File: src/rtl/cpu_control_seq_pkg.sv
// Shared types for the microcoded control sequencer: opcodes, sequencer
// states and the control word produced by the microcode ROM.
package cpu_ctrl_pkg;

  localparam int FETCH_STEPS = 2;

  localparam logic [2:0] T0 = 3'd0;
  localparam logic [2:0] T1 = 3'd1;
  localparam logic [2:0] T2 = 3'(FETCH_STEPS);
  localparam logic [2:0] T3 = 3'(FETCH_STEPS + 1);
  localparam logic [2:0] T4 = 3'(FETCH_STEPS + 2);

  typedef enum logic [3:0] {
    OP_NOP = 4'h0,
    OP_LDA = 4'h1,
    OP_ADD = 4'h2,
    OP_SUB = 4'h3,
    OP_STA = 4'h4,
    OP_LDI = 4'h5,
    OP_JMP = 4'h6,
    OP_JC  = 4'h7,
    OP_JZ  = 4'h8,
    OP_OUT = 4'hE,
    OP_HLT = 4'hF
  } opcode_t;

  typedef enum logic [1:0] {
    ST_IDLE = 2'd0,
    ST_EXEC = 2'd1,
    ST_HALT = 2'd2
  } state_t;

  // halt requests the HALT state; last marks an instruction's final active step.
  typedef struct packed {
    logic pc_out;
    logic pc_inc;
    logic pc_load;
    logic mar_load;
    logic ram_out;
    logic ram_load;
    logic ir_load;
    logic ir_out;
    logic a_load;
    logic a_out;
    logic b_load;
    logic alu_out;
    logic alu_sub;
    logic flags_load;
    logic out_load;
    logic halt;
    logic last;
  } ctrl_word_t;

endpackage

File: src/rtl/cpu_control_seq_if.sv
// Sequencer-to-datapath control interface. master = sequencer side,
// slave = datapath side. All controls are level signals valid for one cycle.
interface cpu_control_seq_if #(parameter int OPW = 4);
  logic           run;
  logic [OPW-1:0] opcode;
  logic           carry_flag;
  logic           zero_flag;
  logic           pc_out, pc_inc, pc_load;
  logic           mar_load, ram_out, ram_load, ir_load, ir_out;
  logic           a_load, a_out, b_load, alu_out, alu_sub, flags_load, out_load;
  logic [2:0]     step;
  logic           instr_done;
  logic           halted;
  cpu_ctrl_pkg::state_t state_dbg;

  modport master (
    input  run, opcode, carry_flag, zero_flag,
    output pc_out, pc_inc, pc_load, mar_load, ram_out, ram_load, ir_load, ir_out,
           a_load, a_out, b_load, alu_out, alu_sub, flags_load, out_load,
           step, instr_done, halted, state_dbg
  );

  modport slave (
    output run, opcode, carry_flag, zero_flag,
    input  pc_out, pc_inc, pc_load, mar_load, ram_out, ram_load, ir_load, ir_out,
           a_load, a_out, b_load, alu_out, alu_sub, flags_load, out_load,
           step, instr_done, halted, state_dbg
  );
endinterface

File: src/rtl/cpu_microcode_rom.sv
// Combinational microcode: maps (opcode, step, flags) to a control word.
// Each step enables at most one bus driver.
module cpu_microcode_rom
  import cpu_ctrl_pkg::*;
#(
  parameter int OPW = 4
) (
  input  logic [OPW-1:0] opcode,
  input  logic [2:0]     step,
  input  logic           carry_flag,
  input  logic           zero_flag,
  output ctrl_word_t     cw
);

  always_comb begin
    cw = '0;
    if (step == T0) begin
      cw.pc_out   = 1'b1;
      cw.mar_load = 1'b1;
    end else if (step == T1) begin
      cw.ram_out = 1'b1;
      cw.ir_load = 1'b1;
      cw.pc_inc  = 1'b1;
    end else begin
      case (opcode_t'(opcode))
        OP_LDA, OP_STA: begin
          if (step == T2) begin
            cw.ir_out   = 1'b1;
            cw.mar_load = 1'b1;
          end else if (step == T3) begin
            cw.last = 1'b1;
            if (opcode_t'(opcode) == OP_LDA) begin
              cw.ram_out = 1'b1;
              cw.a_load  = 1'b1;
            end else begin
              cw.a_out    = 1'b1;
              cw.ram_load = 1'b1;
            end
          end
        end
        OP_ADD, OP_SUB: begin
          if (step == T2) begin
            cw.ir_out   = 1'b1;
            cw.mar_load = 1'b1;
          end else if (step == T3) begin
            cw.ram_out = 1'b1;
            cw.b_load  = 1'b1;
          end else if (step == T4) begin
            cw.alu_out    = 1'b1;
            cw.a_load     = 1'b1;
            cw.flags_load = 1'b1;
            cw.alu_sub    = (opcode_t'(opcode) == OP_SUB);
            cw.last       = 1'b1;
          end
        end
        OP_LDI: if (step == T2) begin
          cw.ir_out = 1'b1;
          cw.a_load = 1'b1;
          cw.last   = 1'b1;
        end
        OP_JMP: if (step == T2) begin
          cw.ir_out  = 1'b1;
          cw.pc_load = 1'b1;
          cw.last    = 1'b1;
        end
        // Conditional jumps leave the bus undriven when not taken.
        OP_JC: if (step == T2) begin
          cw.ir_out  = carry_flag;
          cw.pc_load = carry_flag;
          cw.last    = 1'b1;
        end
        OP_JZ: if (step == T2) begin
          cw.ir_out  = zero_flag;
          cw.pc_load = zero_flag;
          cw.last    = 1'b1;
        end
        OP_OUT: if (step == T2) begin
          cw.a_out    = 1'b1;
          cw.out_load = 1'b1;
          cw.last     = 1'b1;
        end
        OP_HLT: if (step == T2) begin
          cw.halt = 1'b1;
          cw.last = 1'b1;
        end
        default: if (step == T2) cw.last = 1'b1;
      endcase
    end
  end

endmodule

File: src/rtl/cpu_control_seq.sv
// Control sequencer top: IDLE/EXEC/HALT state, micro-step counter and
// gating of the microcode word onto the datapath controls.
module cpu_control_seq
  import cpu_ctrl_pkg::*;
#(
  parameter int OPW       = 4,
  parameter int STEPS     = 5,
  parameter int EARLY_END = 1
) (
  input  logic clk,
  input  logic reset,
  cpu_control_seq_if.master bus
);

  localparam logic [2:0] LAST_T = 3'(STEPS - 1);

  state_t     state_q, state_d;
  logic [2:0] step_q, step_d;
  ctrl_word_t cw;
  logic       last_step;

  cpu_microcode_rom #(.OPW(OPW)) u_rom (
    .opcode     (bus.opcode),
    .step       (step_q),
    .carry_flag (bus.carry_flag),
    .zero_flag  (bus.zero_flag),
    .cw         (cw)
  );

  // The final slot always ends the instruction, whatever the microcode says.
  assign last_step = (step_q == LAST_T) || ((EARLY_END != 0) && cw.last);

  always_ff @(posedge clk) begin
    if (reset) begin
      state_q <= ST_IDLE;
      step_q  <= 3'd0;
    end else begin
      state_q <= state_d;
      step_q  <= step_d;
    end
  end

  always_comb begin
    state_d = state_q;
    step_d  = step_q;
    case (state_q)
      ST_IDLE: begin
        step_d = 3'd0;
        if (bus.run) state_d = ST_EXEC;
      end
      ST_EXEC: begin
        if (cw.halt) begin
          state_d = ST_HALT;
          step_d  = 3'd0;
        end else if (last_step) begin
          state_d = bus.run ? ST_EXEC : ST_IDLE;
          step_d  = 3'd0;
        end else begin
          step_d = step_q + 3'd1;
        end
      end
      ST_HALT: step_d = 3'd0;
      default: begin
        state_d = ST_IDLE;
        step_d  = 3'd0;
      end
    endcase
  end

  always_comb begin
    bus.pc_out     = 1'b0;
    bus.pc_inc     = 1'b0;
    bus.pc_load    = 1'b0;
    bus.mar_load   = 1'b0;
    bus.ram_out    = 1'b0;
    bus.ram_load   = 1'b0;
    bus.ir_load    = 1'b0;
    bus.ir_out     = 1'b0;
    bus.a_load     = 1'b0;
    bus.a_out      = 1'b0;
    bus.b_load     = 1'b0;
    bus.alu_out    = 1'b0;
    bus.alu_sub    = 1'b0;
    bus.flags_load = 1'b0;
    bus.out_load   = 1'b0;
    bus.step       = 3'd0;
    bus.instr_done = 1'b0;
    bus.halted     = (state_q == ST_HALT);
    bus.state_dbg  = state_q;
    if (state_q == ST_EXEC) begin
      bus.pc_out     = cw.pc_out;
      bus.pc_inc     = cw.pc_inc;
      bus.pc_load    = cw.pc_load;
      bus.mar_load   = cw.mar_load;
      bus.ram_out    = cw.ram_out;
      bus.ram_load   = cw.ram_load;
      bus.ir_load    = cw.ir_load;
      bus.ir_out     = cw.ir_out;
      bus.a_load     = cw.a_load;
      bus.a_out      = cw.a_out;
      bus.b_load     = cw.b_load;
      bus.alu_out    = cw.alu_out;
      bus.alu_sub    = cw.alu_sub;
      bus.flags_load = cw.flags_load;
      bus.out_load   = cw.out_load;
      bus.step       = step_q;
      bus.instr_done = last_step || cw.halt;
      bus.halted     = cw.halt;
    end
  end

endmodule

File: src/flat_wrapper.sv
// flat-port wrapper written by rule: the top's interface ports become plain ports
module cpu_control_seq_flat import cpu_ctrl_pkg::*;
#(
  parameter int OPW       = 4,
  parameter int STEPS     = 5,
  parameter int EARLY_END = 1
)
  (clk, reset, bus_run, bus_opcode, bus_carry_flag, bus_zero_flag, bus_pc_out, bus_pc_inc, bus_pc_load, bus_mar_load, bus_ram_out, bus_ram_load, bus_ir_load, bus_ir_out, bus_a_load, bus_a_out, bus_b_load, bus_alu_out, bus_alu_sub, bus_flags_load, bus_out_load, bus_step, bus_instr_done, bus_halted, bus_state_dbg);
  cpu_control_seq_if #(.OPW(OPW)) bus_i ();
  input  logic clk;
  input  logic reset;
  input wire logic [$bits(bus_i.run)-1:0] bus_run;
  input wire logic [$bits(bus_i.opcode)-1:0] bus_opcode;
  input wire logic [$bits(bus_i.carry_flag)-1:0] bus_carry_flag;
  input wire logic [$bits(bus_i.zero_flag)-1:0] bus_zero_flag;
  output wire logic [$bits(bus_i.pc_out)-1:0] bus_pc_out;
  output wire logic [$bits(bus_i.pc_inc)-1:0] bus_pc_inc;
  output wire logic [$bits(bus_i.pc_load)-1:0] bus_pc_load;
  output wire logic [$bits(bus_i.mar_load)-1:0] bus_mar_load;
  output wire logic [$bits(bus_i.ram_out)-1:0] bus_ram_out;
  output wire logic [$bits(bus_i.ram_load)-1:0] bus_ram_load;
  output wire logic [$bits(bus_i.ir_load)-1:0] bus_ir_load;
  output wire logic [$bits(bus_i.ir_out)-1:0] bus_ir_out;
  output wire logic [$bits(bus_i.a_load)-1:0] bus_a_load;
  output wire logic [$bits(bus_i.a_out)-1:0] bus_a_out;
  output wire logic [$bits(bus_i.b_load)-1:0] bus_b_load;
  output wire logic [$bits(bus_i.alu_out)-1:0] bus_alu_out;
  output wire logic [$bits(bus_i.alu_sub)-1:0] bus_alu_sub;
  output wire logic [$bits(bus_i.flags_load)-1:0] bus_flags_load;
  output wire logic [$bits(bus_i.out_load)-1:0] bus_out_load;
  output wire logic [$bits(bus_i.step)-1:0] bus_step;
  output wire logic [$bits(bus_i.instr_done)-1:0] bus_instr_done;
  output wire logic [$bits(bus_i.halted)-1:0] bus_halted;
  output wire logic [$bits(bus_i.state_dbg)-1:0] bus_state_dbg;
  assign bus_i.run = bus_run;
  assign bus_i.opcode = bus_opcode;
  assign bus_i.carry_flag = bus_carry_flag;
  assign bus_i.zero_flag = bus_zero_flag;
  assign bus_pc_out = bus_i.pc_out;
  assign bus_pc_inc = bus_i.pc_inc;
  assign bus_pc_load = bus_i.pc_load;
  assign bus_mar_load = bus_i.mar_load;
  assign bus_ram_out = bus_i.ram_out;
  assign bus_ram_load = bus_i.ram_load;
  assign bus_ir_load = bus_i.ir_load;
  assign bus_ir_out = bus_i.ir_out;
  assign bus_a_load = bus_i.a_load;
  assign bus_a_out = bus_i.a_out;
  assign bus_b_load = bus_i.b_load;
  assign bus_alu_out = bus_i.alu_out;
  assign bus_alu_sub = bus_i.alu_sub;
  assign bus_flags_load = bus_i.flags_load;
  assign bus_out_load = bus_i.out_load;
  assign bus_step = bus_i.step;
  assign bus_instr_done = bus_i.instr_done;
  assign bus_halted = bus_i.halted;
  assign bus_state_dbg = bus_i.state_dbg;
  cpu_control_seq #(.OPW(OPW), .STEPS(STEPS), .EARLY_END(EARLY_END)) u_core (.clk(clk), .reset(reset), .bus(bus_i));
endmodule
File: config.mk
export PLATFORM = sky130hd
export DESIGN_NAME = cpu_control_seq_flat
export DESIGN_NICKNAME = d
export VERILOG_FILES = /design/src/rtl/cpu_control_seq_pkg.sv /design/src/rtl/cpu_control_seq_if.sv /design/src/rtl/cpu_microcode_rom.sv /design/src/rtl/cpu_control_seq.sv /design/src/flat_wrapper.sv
export SDC_FILE = /design/constraint.sdc
export NUM_CORES = 1
export LEC_CHECK = 0
export ABC_AREA = 1
export CAP_MARGIN = 20
export CORE_UTILIZATION = 35
export DETAILED_ROUTE_END_ITERATION = 16
export GPL_ROUTABILITY_DRIVEN = 1
export PLACE_DENSITY_LB_ADDON = 0.05
export SLEW_MARGIN = 10
export SYNTH_ARGS = -nofsm -noshare
export SYNTH_HDL_FRONTEND = slang
export SYNTH_SLANG_ARGS = --single-unit
File: constraint.sdc
create_clock -name clk -period 2.4 [get_ports clk]
set_clock_uncertainty 0.2 [all_clocks]
set_input_delay 0.48 -clock clk [delete_from_list [all_inputs] [get_ports clk]]
set_output_delay 0.48 -clock clk [all_outputs]
set_load 0.01 [all_outputs]
* After elaboration in Yosys (flattened, before gate mapping) *
Cells that the tools add are included.

storage, ports and cells
  register bits after elaboration = 5
  memories kept = 0
  bits in read-only memories = 0
  latch bits = 0
  word-level logic and storage cells = 93
  RAM bits = 0
  bits of input ports = 9

operators by class
  bitwise operators = 2
  equality and inequality tests = 18
  multipliers = 0
  divide/modulo/power cells = 0
  mux-type cells = 61
  reductions and logical operators = 9
  $lt $le $gt $ge = 0
  add/sub/neg operators = 1
  shifts and indexed selects = 0

operator list
  cell                   count
  $mux W1                36
  $mux W2                11
  $eq A4 B3 Y1 const B   4
  $mux W13               1
  $eq A4 B4 Y1 const B   3
  $mux W10               1
  $mux W3                3
  $pmux W1 S3            3
  $eq A4 B2 Y1 const B   2
  $mux W4                2
  $eq A3 B2 Y1 const B   2
  $pmux W2 S3            1
  $reduce_or A5 Y1       1
  $eq A4 B1 Y1 const B   1
  $pmux W1 S4            1
  $pmux W2 S2            1
  $reduce_or A2 Y1       2
  $reduce_or A4 Y1       1
  $add A3 B1 Y3 const B  1
  $eq A3 B1 Y1 const B   1
  $eq A3 B3 Y1 const B   1
  $logic_not A3 Y1       1
  $ne A3 B1 Y1 const B   1
  $reduce_and A3 Y1      1
  other kinds (7)        9

* Longest topological paths before layout *
Gate-level depths: netlist of the first run.

  word-level depth = 14
  mapped depth = 11

* Modules after synthesis *
A second synthesis of the first run with hierarchy kept.

second synthesis, totals
  cells, all modules = 128
  area total of the unflattened synthesis = 758.2 µm²

modules (own cells, without submodules)
  module             instances  cells an instance  sequential area each (µm²)  area an instance (µm²)
  cpu_control_seq    1          68                 100.1                       465.4
  cpu_microcode_rom  1          60                 0.0                         292.8

* Worst setup path after synthesis of the first run *
No wires, ideal clock.

  kind = register -> output
  start = register u_core.step_q[0]
  end = output port bus_b_load
  buffers on the path = 0
  cell stages (with the launch flop) = 8
  path slack = 0.321 ns
  arrival = 1.399 ns
  path through = dfxtp_1 > inv_1 > ha_1 > nand2_2 > inv_2 > nor2_4 > nand4_1 > nor4_1

on the way
  cells in the longest elaborated chain, start to end = 7

ends and longest elaborated chain
  item                      line                     RTL
  start: declaration        cpu_control_seq.sv:18    logic [2:0] step_q, step_d;
  start signal: assignment  cpu_control_seq.sv:39    step_q <= step_d;
  $eq A3 B2 Y1              cpu_microcode_rom.sv:45  end else if (step == T3) begin
  $mux W1                   cpu_microcode_rom.sv:45
  $mux W4                   cpu_microcode_rom.sv:42  if (step == T2) begin
  $mux W4                   cpu_microcode_rom.sv:25  case (opcode_t'(opcode))
  $mux W10                  cpu_microcode_rom.sv:20  end else if (step == T1) begin
  $mux W13 (*)              cpu_microcode_rom.sv:17  if (step == T0) begin
  $mux W1 (*)               cpu_control_seq.sv:90    if (state_q == ST_EXEC) begin
  end: declaration          flat_wrapper.sv:26       output wire logic [$bits(bus_i.b_load)-1:0] bus_b_load;

Every way passes the cells marked *; elsewhere a longest branch is shown, timed or not.

* Worst setup path after layout of the first run *
Same ends and word-level chain as after synthesis.

==> results of run 1 <==
[sequential cells by signal (all words and copies together), names as in the netlist]
signal	flops
u_core.step_q	3
u_core.bus.state_dbg	2
[cell type report]
cell class | instances | area [µm²] | area share (%)
inverters | 21 | 85.1 | 6.37
well taps | 25 | 31.3 | 2.34
clock buffers | 4 | 26.3 | 1.97
flip-flops and latches | 5 | 108 | 8.06
multi-input cells | 78 | 564 | 42.3
repair buffers | 68 | 520 | 39.0
[cell families (layout without fill, tap and decap cells)]
group                      after synthesis  after routing  share of synthesized area (%)
buffers and inverters                   23             93                           14.3
and+or+nand+nor                         63             63                           52.5
AOI/OAI and AO/OA                       10             10                           8.66
DFF                                      5              5                           15.1
adders and majority gates                5              5                           9.42
[through the flow]
step | total power, µW | setup TNS [ns]
floorplan | 151 | 0
global placement | 221 | -6.29
detailed placement | 222 | -6.79
CTS | 339 | -0.284
global route | 370 | -0.439
finish | 345 | -0.0234
[power groups by stage]
| stage | Sequential (µW) | Clock, µW | Combinational (µW) |
|---|---|---|---|
| after floorplan | 91.6 | 0 | 59.3 |
| after global placement | 91.1 | 0 | 129 |
| after detailed placement | 91.2 | 0 | 131 |
| after CTS | 90.9 | 106 | 142 |
| after global routing | 91.0 | 113 | 166 |
| final | 90.9 | 103 | 150 |
[how the worst max path moves through the flow]
stage                     endpoint  cells past startpoint  slack, ns                         from
global placement    bus_instr_done                     10      -0.54                bus_opcode[2]
global route            bus_b_load                      9      -0.10  u_core.step_q[0]$_SDFF_PP0_
CTS                     bus_b_load                     10      -0.19  u_core.step_q[0]$_SDFF_PP0_
floorplan               bus_b_load                      7       0.32  u_core.step_q[0]$_SDFF_PP0_
finish                  bus_b_load                      9      -0.02  u_core.step_q[0]$_SDFF_PP0_
detailed placement  bus_instr_done                      9      -0.59                bus_opcode[3]
[per-layer routing]
metal | vias up | GRT usage, % | wire [µm]
met5 | - | 0 | 0
met4 | 0 | 1.82 | 0
met3 | 0 | 5.95 | 105
met2 | 31 | 43.7 | 1200
met1 | 432 | 30.4 | 988
li1 | 475 | - | -
[what timing repair did]
action,4_1_cts,5_1_grt
setup endpoints to repair,17,17
setup buffers,9,3
resized for setup,70,26
endpoints found under the hold margin,0,0
pin swaps,8,6
gates cloned,0,0
[worst max-delay path, stage by stage, from the launching register on]
cell	delay, ns
dfxtp_4	0.38
ha_4	0.14
ha_4	0.13
inv_4	0.04
nor2_4	0.12
nand4_1	0.12
buf_4	0.16
buf_6	0.11
nor4_4	0.12
buf_2	0.18
[layout by cell type, fill, tap and decap left out, types with 2 or more instances in the layout]
cell	n
nand3_2	2
nand3_1	10
dlygate4sd2_1	3
dfxtp_4	2
o21ai_0	3
clkdlybuf4s50_1	9
inv_2	10
clkbuf_4	3
nor3_1	2
nor2_1	17
buf_4	36
nand2_1	9
dfxtp_1	3
nor2_4	5
inv_1	8
buf_6	2
clkbuf_2	7
ha_2	2
nand2_4	4
inv_4	2
clkdlybuf4s15_1	3
nor2_2	3
ha_4	3
nand4_1	2
nand2_2	6
buf_2	7
==> summary.txt, run 1 <==
Pwr
  • Sequential Power Share: 26.4%
  • IR drop worst, VDD: 0.232 mV
  • Switch Pwr: 122 µW
  • Gate power share: 43.7%
  • Switching share of power: 35.5%
  • P per Cell Area: 258 nW/µm²
  • Leak pwr: 0.000668 µW
  • Power Internal: 222 µW
  • Clock power share: 30.0%

Critical path
  • Critical path endpoint category: output port
  • Worst-path fanout max: 4
  • Crit Path Category: flop to output port
  • CP Launch Type: flop
  • R2R setup slack: 0.65 ns
  • Worst EP required: 1.72 ns
  • Worst Reg-to-Reg Cells: 12
  • RR Endpoint: u_core.step_q[1]$_SDFF_PP0_
  • Reg2reg start: u_core.step_q[0]$_SDFF_PP0_
  • Arrival @ worst endpoint: 1.74 ns

Floorplan
  • Io pins: 31
  • Die Ht: 45.6 µm
  • Cell Rows: 15
  • Die X-Extent: 45.6 µm
  • Initial Util: 38.1%
  • Die area: 2080 µm²
  • Core area: 1750 µm²

Clock network
  • Worst-path clk slew: 0.04 ns
  • TritonCTS clock tree: done
  • Clk root buf: clkbuf_4
  • Hold buffers post-CTS: 0
  • Worst skew pair latency: 0.25 ns
  • Clk buf depth: 2
  • H-Tree Level Count: 1
  • CTS Sinks: 5
  • TritonCTS buffer count: 3

Global route
  • First-pass GRT wire length: 3630 µm
  • GR Overflow Total: 0
  • All-layer global routing usage: 24.4%
  • Vias in the first global route: 845
  • Initial antenna violation count: 0
  • Pin count of the biggest net entering global routing: 11

Yosys
  • Synthesized netlist cell count: 106
  • Area contributors post-synth: dfxtp_1 (15%), nor2_1 (12%), ha_1 (9.4%)
  • Seq cells post-synth: 5
  • Mean area per synthesized cell: 6.27 µm²
  • Post-synth EDFFs: 0
  • Synth cell types: 24
  • YS warnings: 0
  • Syn Nets: 120
  • Share of the yosys chip area belonging to registers: 15.1%
  • Async set-reset flop share out of synthesis: 0%
  • Post-synth top flop: dfxtp_1
  • Cell Area, Synth: 664 µm²
  • Synth area leader: dfxtp_1
  • Top-count cell post-synth: nor2_1
  • Top cell type's share of synthesized area: 15.1%
  • Top post-synthesis cells by count: nor2_1 (22), inv_1 (14), nand3_1 (11), nand2_1 (10), inv_2 (6)

Timing
  • Final setup viols: 1
  • Worst slew margin: 83.5%
  • Hold_ws: 0.268 ns
  • Slew Limit Fails: 0
  • Minimum clock period: 2.42 ns
  • Final Hold Fails: 0
  • Crit share post-route: 101%
  • RSZ-0062 raised after global routing: true
  • Worst Tran Pin Value: 0.247 ns
  • Fmax achieved: 413 MHz
  • Final worst setup slack: -0.0234 ns

Route
  • Drt drc: 0
  • WL final: 2290 µm
  • DRT iter0 DRCs: 10
  • Vias/cell: 4.67
  • TritonRoute pass-1 iters: 4
  • Final ANT Viol Nets: 0
  • Drt wl/cell: 11.4 µm
  • Via count: 938

Placed design
  • DP Area: 1180 µm²
  • Detailed placer's ending HPWL: 1580 µm
  • Setup Slack @ Placement: -0.591 ns
  • Placed instance count: 185
  • Port Buffers: 30
  • RD Place Congestion: 0.844

Finish
  • Fin nets: 191
  • Share of layout cells above drive strength 1: 57.4%
  • # fillers: 137
  • Post-route design area: 1340 µm²
  • Ant. Diodes: 0
  • Final Core Density: 76.5%
  • Fin cells: 201
  • Layout Area Growth over Synthesis: 101%

Status
  • Failing checks: negative setup slack
  • Status: complete, but fails checks

Min path
  • Worst hold-check path type: flop to flop
  • Hold path depth: 1
  • Hold Startpoint: u_core.step_q[0]$_SDFF_PP0_
  • Hold Crit Endpoint: u_core.step_q[0]$_SDFF_PP0_

Run
  • Max cap viols: 0
No activity file was read; power rests on OpenSTA's default activity.
==> run 2, diff against run 1 <==
Settings changed: HOLD_SLACK_MARGIN from default to 0.02.
==> results of run 2 <==
Same layout as run 1: the final DEF is identical, and so are final timing and power.
